$ cat src/rtl/uart_pkg.sv
// ============================================================================
// uart_pkg : shared UART types and constants (receiver and transmitter)
// Rev 1.0
// ============================================================================
`default_nettype none

package uart_pkg;

    // 50 MHz / 115200 baud
    localparam int UART_CLKS_PER_BIT_DEFAULT = 434;

    typedef enum logic [2:0] {
        IDLE      = 3'd0,
        START     = 3'd1,
        DATA      = 3'd2,
        STOP      = 3'd3,
        WAIT_HIGH = 3'd4
    } uart_rx_state_t;

    // Width of a cycle counter that spans 0..clks-1.
    function automatic int uart_cnt_width(input int clks);
        return (clks > 2) ? $clog2(clks) : 1;
    endfunction

endpackage

`default_nettype wire

$ cat src/rtl/uart_rx_if.sv
// ============================================================================
// uart_rx_if : serial line, byte handshake and status of the UART receiver
// Rev 1.0
// ============================================================================
`default_nettype none

interface uart_rx_if;

    logic       rx;
    logic       rx_ack;
    logic [7:0] rx_data;
    logic       rx_valid;
    logic       frame_err;
    logic       overrun;
    logic       busy;

    // master: line driver and byte consumer; slave: the receiver itself
    modport master (
        output rx,
        output rx_ack,
        input  rx_data,
        input  rx_valid,
        input  frame_err,
        input  overrun,
        input  busy
    );

    modport slave (
        input  rx,
        input  rx_ack,
        output rx_data,
        output rx_valid,
        output frame_err,
        output overrun,
        output busy
    );

endinterface

`default_nettype wire

$ cat src/rtl/sync_2ff.sv
// ============================================================================
// sync_2ff : two-flop synchronizer for asynchronous single-bit inputs
// Rev 1.0
// ============================================================================
`default_nettype none

module sync_2ff #(
    parameter logic RESET_VAL = 1'b1
) (
    input  wire logic clk,
    input  wire logic rst,
    input  wire logic i_async,
    output logic      o_sync
);

    logic r_meta;
    logic r_sync;

    always_ff @(posedge clk) begin
        if (rst) begin
            r_meta <= RESET_VAL;
            r_sync <= RESET_VAL;
        end else begin
            r_meta <= i_async;
            r_sync <= r_meta;
        end
    end

    assign o_sync = r_sync;

endmodule

`default_nettype wire

$ cat src/rtl/uart_rx.sv
// ============================================================================
// uart_rx : 8N1 UART receiver with one-entry holding register and status
// Rev 1.0
// ============================================================================
`default_nettype none

module uart_rx
    import uart_pkg::*;
#(
    parameter int CLKS_PER_BIT = UART_CLKS_PER_BIT_DEFAULT
) (
    input  wire logic clk,
    input  wire logic rst,
    uart_rx_if.slave  bus
);

    localparam int                 c_CNT_W = uart_cnt_width(CLKS_PER_BIT);
    localparam logic [c_CNT_W-1:0] c_HALF  = c_CNT_W'(CLKS_PER_BIT / 2 - 1);
    localparam logic [c_CNT_W-1:0] c_LAST  = c_CNT_W'(CLKS_PER_BIT - 1);

    uart_rx_state_t     r_state;
    uart_rx_state_t     w_state_next;
    logic [c_CNT_W-1:0] r_cycle_cnt;
    logic [2:0]         r_bit_cnt;
    logic [7:0]         r_shift;
    logic [7:0]         r_data;
    logic               r_valid;
    logic               r_frame_err;
    logic               r_overrun;

    logic               w_rxs;
    logic               w_cnt_clr;
    logic               w_cnt_run;
    logic               w_bit_clr;
    logic               w_shift_en;
    logic               w_load;
    logic               w_frame_err;
    logic               w_ack_take;

    // Line idles high, so the synchronizer resets to 1 to avoid a false start.
    sync_2ff #(
        .RESET_VAL (1'b1)
    ) u_sync_rx (
        .clk     (clk),
        .rst     (rst),
        .i_async (bus.rx),
        .o_sync  (w_rxs)
    );

    always_ff @(posedge clk) begin
        if (rst) begin
            r_state <= IDLE;
        end else begin
            r_state <= w_state_next;
        end
    end

    always_comb begin
        w_state_next = r_state;
        w_cnt_clr    = 1'b0;
        w_cnt_run    = 1'b0;
        w_bit_clr    = 1'b0;
        w_shift_en   = 1'b0;
        w_load       = 1'b0;
        w_frame_err  = 1'b0;
        case (r_state)
            IDLE: begin
                w_cnt_clr = 1'b1;
                w_bit_clr = 1'b1;
                if (!w_rxs) begin
                    w_state_next = START;
                end
            end
            START: begin
                w_cnt_run = 1'b1;
                // A start bit that is gone by mid-bit is treated as a glitch.
                if (r_cycle_cnt == c_HALF) begin
                    w_cnt_clr    = 1'b1;
                    w_state_next = w_rxs ? IDLE : DATA;
                end
            end
            DATA: begin
                w_cnt_run = 1'b1;
                if (r_cycle_cnt == c_LAST) begin
                    w_cnt_clr  = 1'b1;
                    w_shift_en = 1'b1;
                    if (r_bit_cnt == 3'd7) begin
                        w_state_next = STOP;
                    end
                end
            end
            STOP: begin
                w_cnt_run = 1'b1;
                // Leaving at mid stop bit leaves half a bit to catch the next start edge.
                if (r_cycle_cnt == c_LAST) begin
                    w_cnt_clr = 1'b1;
                    if (w_rxs) begin
                        w_load       = 1'b1;
                        w_state_next = IDLE;
                    end else begin
                        w_frame_err  = 1'b1;
                        w_state_next = WAIT_HIGH;
                    end
                end
            end
            WAIT_HIGH: begin
                w_cnt_clr = 1'b1;
                if (w_rxs) begin
                    w_state_next = IDLE;
                end
            end
            default: begin
                w_cnt_clr    = 1'b1;
                w_state_next = IDLE;
            end
        endcase
    end

    always_ff @(posedge clk) begin
        if (rst) begin
            r_cycle_cnt <= '0;
        end else if (w_cnt_clr) begin
            r_cycle_cnt <= '0;
        end else if (w_cnt_run) begin
            r_cycle_cnt <= r_cycle_cnt + c_CNT_W'(1);
        end
    end

    // The bit counter wraps 7 -> 0 on the last data sample.
    always_ff @(posedge clk) begin
        if (rst) begin
            r_bit_cnt <= 3'd0;
            r_shift   <= 8'h00;
        end else begin
            if (w_bit_clr) begin
                r_bit_cnt <= 3'd0;
            end else if (w_shift_en) begin
                r_bit_cnt <= r_bit_cnt + 3'd1;
            end
            if (w_shift_en) begin
                r_shift <= {w_rxs, r_shift[7:1]};
            end
        end
    end

    assign w_ack_take = bus.rx_ack & r_valid;

    // An ack in the same cycle as a load consumes the old byte, so no overrun.
    always_ff @(posedge clk) begin
        if (rst) begin
            r_data      <= 8'h00;
            r_valid     <= 1'b0;
            r_overrun   <= 1'b0;
            r_frame_err <= 1'b0;
        end else begin
            r_frame_err <= w_frame_err;
            if (w_load) begin
                r_data  <= r_shift;
                r_valid <= 1'b1;
                if (r_valid && !bus.rx_ack) begin
                    r_overrun <= 1'b1;
                end else if (w_ack_take) begin
                    r_overrun <= 1'b0;
                end
            end else if (w_ack_take) begin
                r_valid   <= 1'b0;
                r_overrun <= 1'b0;
            end
        end
    end

    assign bus.rx_data   = r_data;
    assign bus.rx_valid  = r_valid;
    assign bus.frame_err = r_frame_err;
    assign bus.overrun   = r_overrun;
    assign bus.busy      = (r_state != IDLE);

endmodule

`default_nettype wire

$ cat src/flat_wrapper.sv
// flat-port wrapper written by rule: the top's interface ports become plain ports
module uart_rx_flat import uart_pkg::*;
#(
    parameter int CLKS_PER_BIT = UART_CLKS_PER_BIT_DEFAULT
)
  (clk, rst, bus_rx, bus_rx_ack, bus_rx_data, bus_rx_valid, bus_frame_err, bus_overrun, bus_busy);
  uart_rx_if bus_i ();
  input  wire logic clk;
  input  wire logic rst;
  input wire logic [$bits(bus_i.rx)-1:0] bus_rx;
  input wire logic [$bits(bus_i.rx_ack)-1:0] bus_rx_ack;
  output wire logic [$bits(bus_i.rx_data)-1:0] bus_rx_data;
  output wire logic [$bits(bus_i.rx_valid)-1:0] bus_rx_valid;
  output wire logic [$bits(bus_i.frame_err)-1:0] bus_frame_err;
  output wire logic [$bits(bus_i.overrun)-1:0] bus_overrun;
  output wire logic [$bits(bus_i.busy)-1:0] bus_busy;
  assign bus_i.rx = bus_rx;
  assign bus_i.rx_ack = bus_rx_ack;
  assign bus_rx_data = bus_i.rx_data;
  assign bus_rx_valid = bus_i.rx_valid;
  assign bus_frame_err = bus_i.frame_err;
  assign bus_overrun = bus_i.overrun;
  assign bus_busy = bus_i.busy;
  uart_rx #(.CLKS_PER_BIT(CLKS_PER_BIT)) u_core (.clk(clk), .rst(rst), .bus(bus_i));
endmodule
$ cat config.mk
export PLATFORM = sky130hd
export DESIGN_NAME = uart_rx_flat
export DESIGN_NICKNAME = d
export VERILOG_FILES = /design/src/rtl/uart_pkg.sv /design/src/rtl/uart_rx_if.sv /design/src/rtl/sync_2ff.sv /design/src/rtl/uart_rx.sv /design/src/flat_wrapper.sv
export SDC_FILE = /design/constraint.sdc
export NUM_CORES = 1
export LEC_CHECK = 0
export CAP_MARGIN = 20
export CORE_ASPECT_RATIO = 0.7
export CORE_UTILIZATION = 50
export DETAILED_ROUTE_END_ITERATION = 10
export HOLD_SLACK_MARGIN = 0.02
export PLACE_DENSITY = 0.72
export SLEW_MARGIN = 5
export SYNTH_ARGS = -nofsm -noshare
export SYNTH_HDL_FRONTEND = slang
export SYNTH_SLANG_ARGS = --single-unit
$ cat constraint.sdc
create_clock -name clk -period 2.94 [get_ports clk]
set_input_delay 0.441 -clock clk [delete_from_list [all_inputs] [get_ports clk]]
set_output_delay 0.441 -clock clk [all_outputs]
set_load 0.005 [all_outputs]
==> results.cfg <==
[detailed_routing]
drt-met1-wl_mm = 1.436
first_pass_iters = 4
drt-initial-drc-count = 60
drc = 0
routed-wl-met2_mm = 1.288
vias = 1130
avgViaCountPerCell = 5.305
postRouteAntennaNets = 0
wl_met3_microns = 97
wire_per_inst_microns = 13.52
drt-total-wl_mm = 2.880
top_layer_used = met4

[setup_path]
critPathCaptureType = output pin
cp_max_fo = 11
r2r_start = u_core.r_cycle_cnt[0]$_SDFFE_PP0P_
cp.arrival_ps = 1620
path_class = flip-flop to output pin
crit_start = u_core.r_state[0]$_SDFFE_PP0P_
worstPathRequired_ps = 2500
crit_path_start_kind = flip-flop

[sta]
fmax_mhz = 485.0
fin_hold_ws_ps = 420.0
rsz0062_at_grt = false
worst-slew-pin-transition_ps = 440.0
slew_viol_final = 0
clock_skew_ps = 2.504
max-slew-margin-rel_pct = 70.63
fin_setup_tns_ps = 0
setup_viol = 0
final-hold-violation-count = 0
fin_crit_sh_pct = 70.13
layout_min_cycle_time_ps = 2062

[synthesis]
seq_area_frac_synth_pct = 46.12
synth.top_cell.area_share_pct = 46.12
netlist_instances = 158
synth_edf_count = 0
synth_cell_types = 35
synth_fp_nets = 167
syn_area_per_cell_sq_um = 9.891
async_flop_share_pct = 0
yosysTopAreaCell = dfxtp_1
post_synth_main_area_contributors = dfxtp_1 (46%), mux2i_1 (12%), nor2_1 (8.4%)
synth_seq_cells = 36
yosys_warnings = 0
netlist_area_sq_um = 1563
ys_dominant_reg_cell = dfxtp_1

[cts]
cts_sinks = 36
root_buffer = clkbuf_8
cts_hold_buf = 0
cts_resized = 0
cts.clk_slew.worst_paths_ps = 70
htreeDepth = 2
cts_tree = built
post-cts-setup-buffers = 0
clk_latency_ps = 290
cts_buffers = 5
cts_max_path_buffers = 2

[power_and_ir_drop]
p_leak_nw = 0.6228
ir_drop_mv = 0.3472
comb_power_share_pct = 2.9
switchingPower_w = 0.0001822
switching_share_pct = 20.84
seqPwrFrac_pct = 56.6
power.internal_w = 0.0006920
p_per_area_nw_per_um2 = 477.9
p_clk_share_pct = 40.6

[grt]
antenna_found_initial = 0
grt_first_pass_wirelength_mm = 4.940
grt_max_degree = 26
gr-total-overflow = 0
track_usage_pct = 20.70
grt_pass1_vias = 1097

[hold_path]
min_from = u_core.u_sync_rx.r_meta$_SDFF_PP1_
hold_class = flip-flop to flip-flop

[run_status]
outcome = completed

[die]
fp.coreArea_sq_um = 2883
design.die.area_sq_um = 3357
io_pins = 16
die_h_microns = 48.78
die_x_microns = 68.82
start_util_pct = 54.21
rows = 16

[layout]
drive_gt1_share_pct = 10.17
nets = 185
syn_to_final_growth_pct = 17.05
fillers = 256
fin_util_pct = 63.45
num_antenna_cells = 0

[place]
numPortBuffers = 15
dp_hpwl_mm = 1.972
gp_congestion = 0.7969

[flow_run]
maxCapViolCount = 0
-- cells in the final DEF, fill, tap and decap left out, drive strengths merged, types with 4 or more instances in the layout --
master          n
a21oi           4
clkbuf          8
clkdlybuf4s50  15
dfxtp          36
ha              5
inv             4
mux2i          18
nand2           6
nor2           35
nor3            6
xnor2           8
-- power groups by stage --
stage                     clock [W]  combinational (W)  sequential, W
after floorplan                   0          0.0000162       0.000503
after CTS                  0.000365          0.0000250       0.000494
after global routing       0.000389          0.0000284       0.000494
after global placement            0          0.0000243       0.000505
final                      0.000355          0.0000250       0.000494
after detailed placement          0          0.0000247       0.000505
-- kinds of logic (layout without fill, tap and decap cells) --
group                      after synthesis  in the layout  share of synthesized area [%]
AOI/OAI and AO/OA                       14             14                          6.646
adders and majority gates                5              5                          4.003
and+or+nand+nor                         66             66                          23.62
xor gates and xnor gates                 8              8                          4.484
buffers and inverters                   11             30                          3.603
muxes                                   18             18                          11.53
DFF                                     36             36                          46.12
-- worst max-delay path, cell delays in order, from the launching register on --
cell and delay (ps):
dfxtp_1 440, or3_1 440, clkdlybuf4s50_1 450
-- sequential cells by signal (all words and copies together) (netlist names), named ones only --
name	cells
u_core.bus.frame_err	1
u_core.bus.rx_data	8
u_core.bus.rx_valid	1
u_core.r_bit_cnt	3
u_core.r_cycle_cnt	9
u_core.r_shift	8
u_core.r_state	3
u_core.u_sync_rx.o_sync	1
u_core.u_sync_rx.r_meta	1
-- metal layers --
metal	track usage (%)	vias to the layer above
met5	0	-
met4	9.184	0
met3	9.112	6
met2	29.08	11
met1	27.19	540
li1	-	573
-- layout make-up --
cell class              instances  area [sq um]  area share [%]
repair buffers                 18         172.7           9.439
well taps                      36         45.04           2.462
clock buffers                   8         90.09           4.925
inverters                       4         15.01          0.8208
multi-input cells             111         785.8           42.95
flip-flops and latches         36         720.7           39.40
-- synth_stat cells, types with 2 or more instances --
library cell and n:
mux2i_1 18, nor3_1 6, nor2_1 35, buf_2 2, dfxtp_1 36, nand2_1 6
ha_1 5, a21oi_1 4, nand2b_1 2, xnor2_1 8, nand4_1 3, or2_2 2
a211oi_1 3, nand3_1 2, nor4_1 2, inv_1 4, clkbuf_1 2
-- path summary, 6_finish.rpt --
check / endpoint / slack, ps / cells after the start
setup / recovery: bus_busy / 880 / 2
hold / removal: u_core.u_sync_rx.o_sync$_SDFF_PP1_ / 420 / 1
setup reg to reg: u_core.r_shift[6]$_SDFFE_PP0P_ / 1240 / 6
hold reg to reg: u_core.u_sync_rx.o_sync$_SDFF_PP1_ / 420 / 1
-- per-stage QoR --
stage / instances / total power (W) / instance area (sq um) / setup WS [ps]
after floorplan: 158 / 0.0005191 / 1563 / 1418
after global placement: 205 / 0.0005292 / 1739 / 1222
after detailed placement: 205 / 0.0005302 / 1739 / 1179
after CTS: 213 / 0.0008842 / 1829 / 856.2
after global routing: 213 / 0.0009123 / 1829 / 806.2
final: 213 / 0.0008742 / 1829 / 878.1
(Power assumes the default switching activity.)
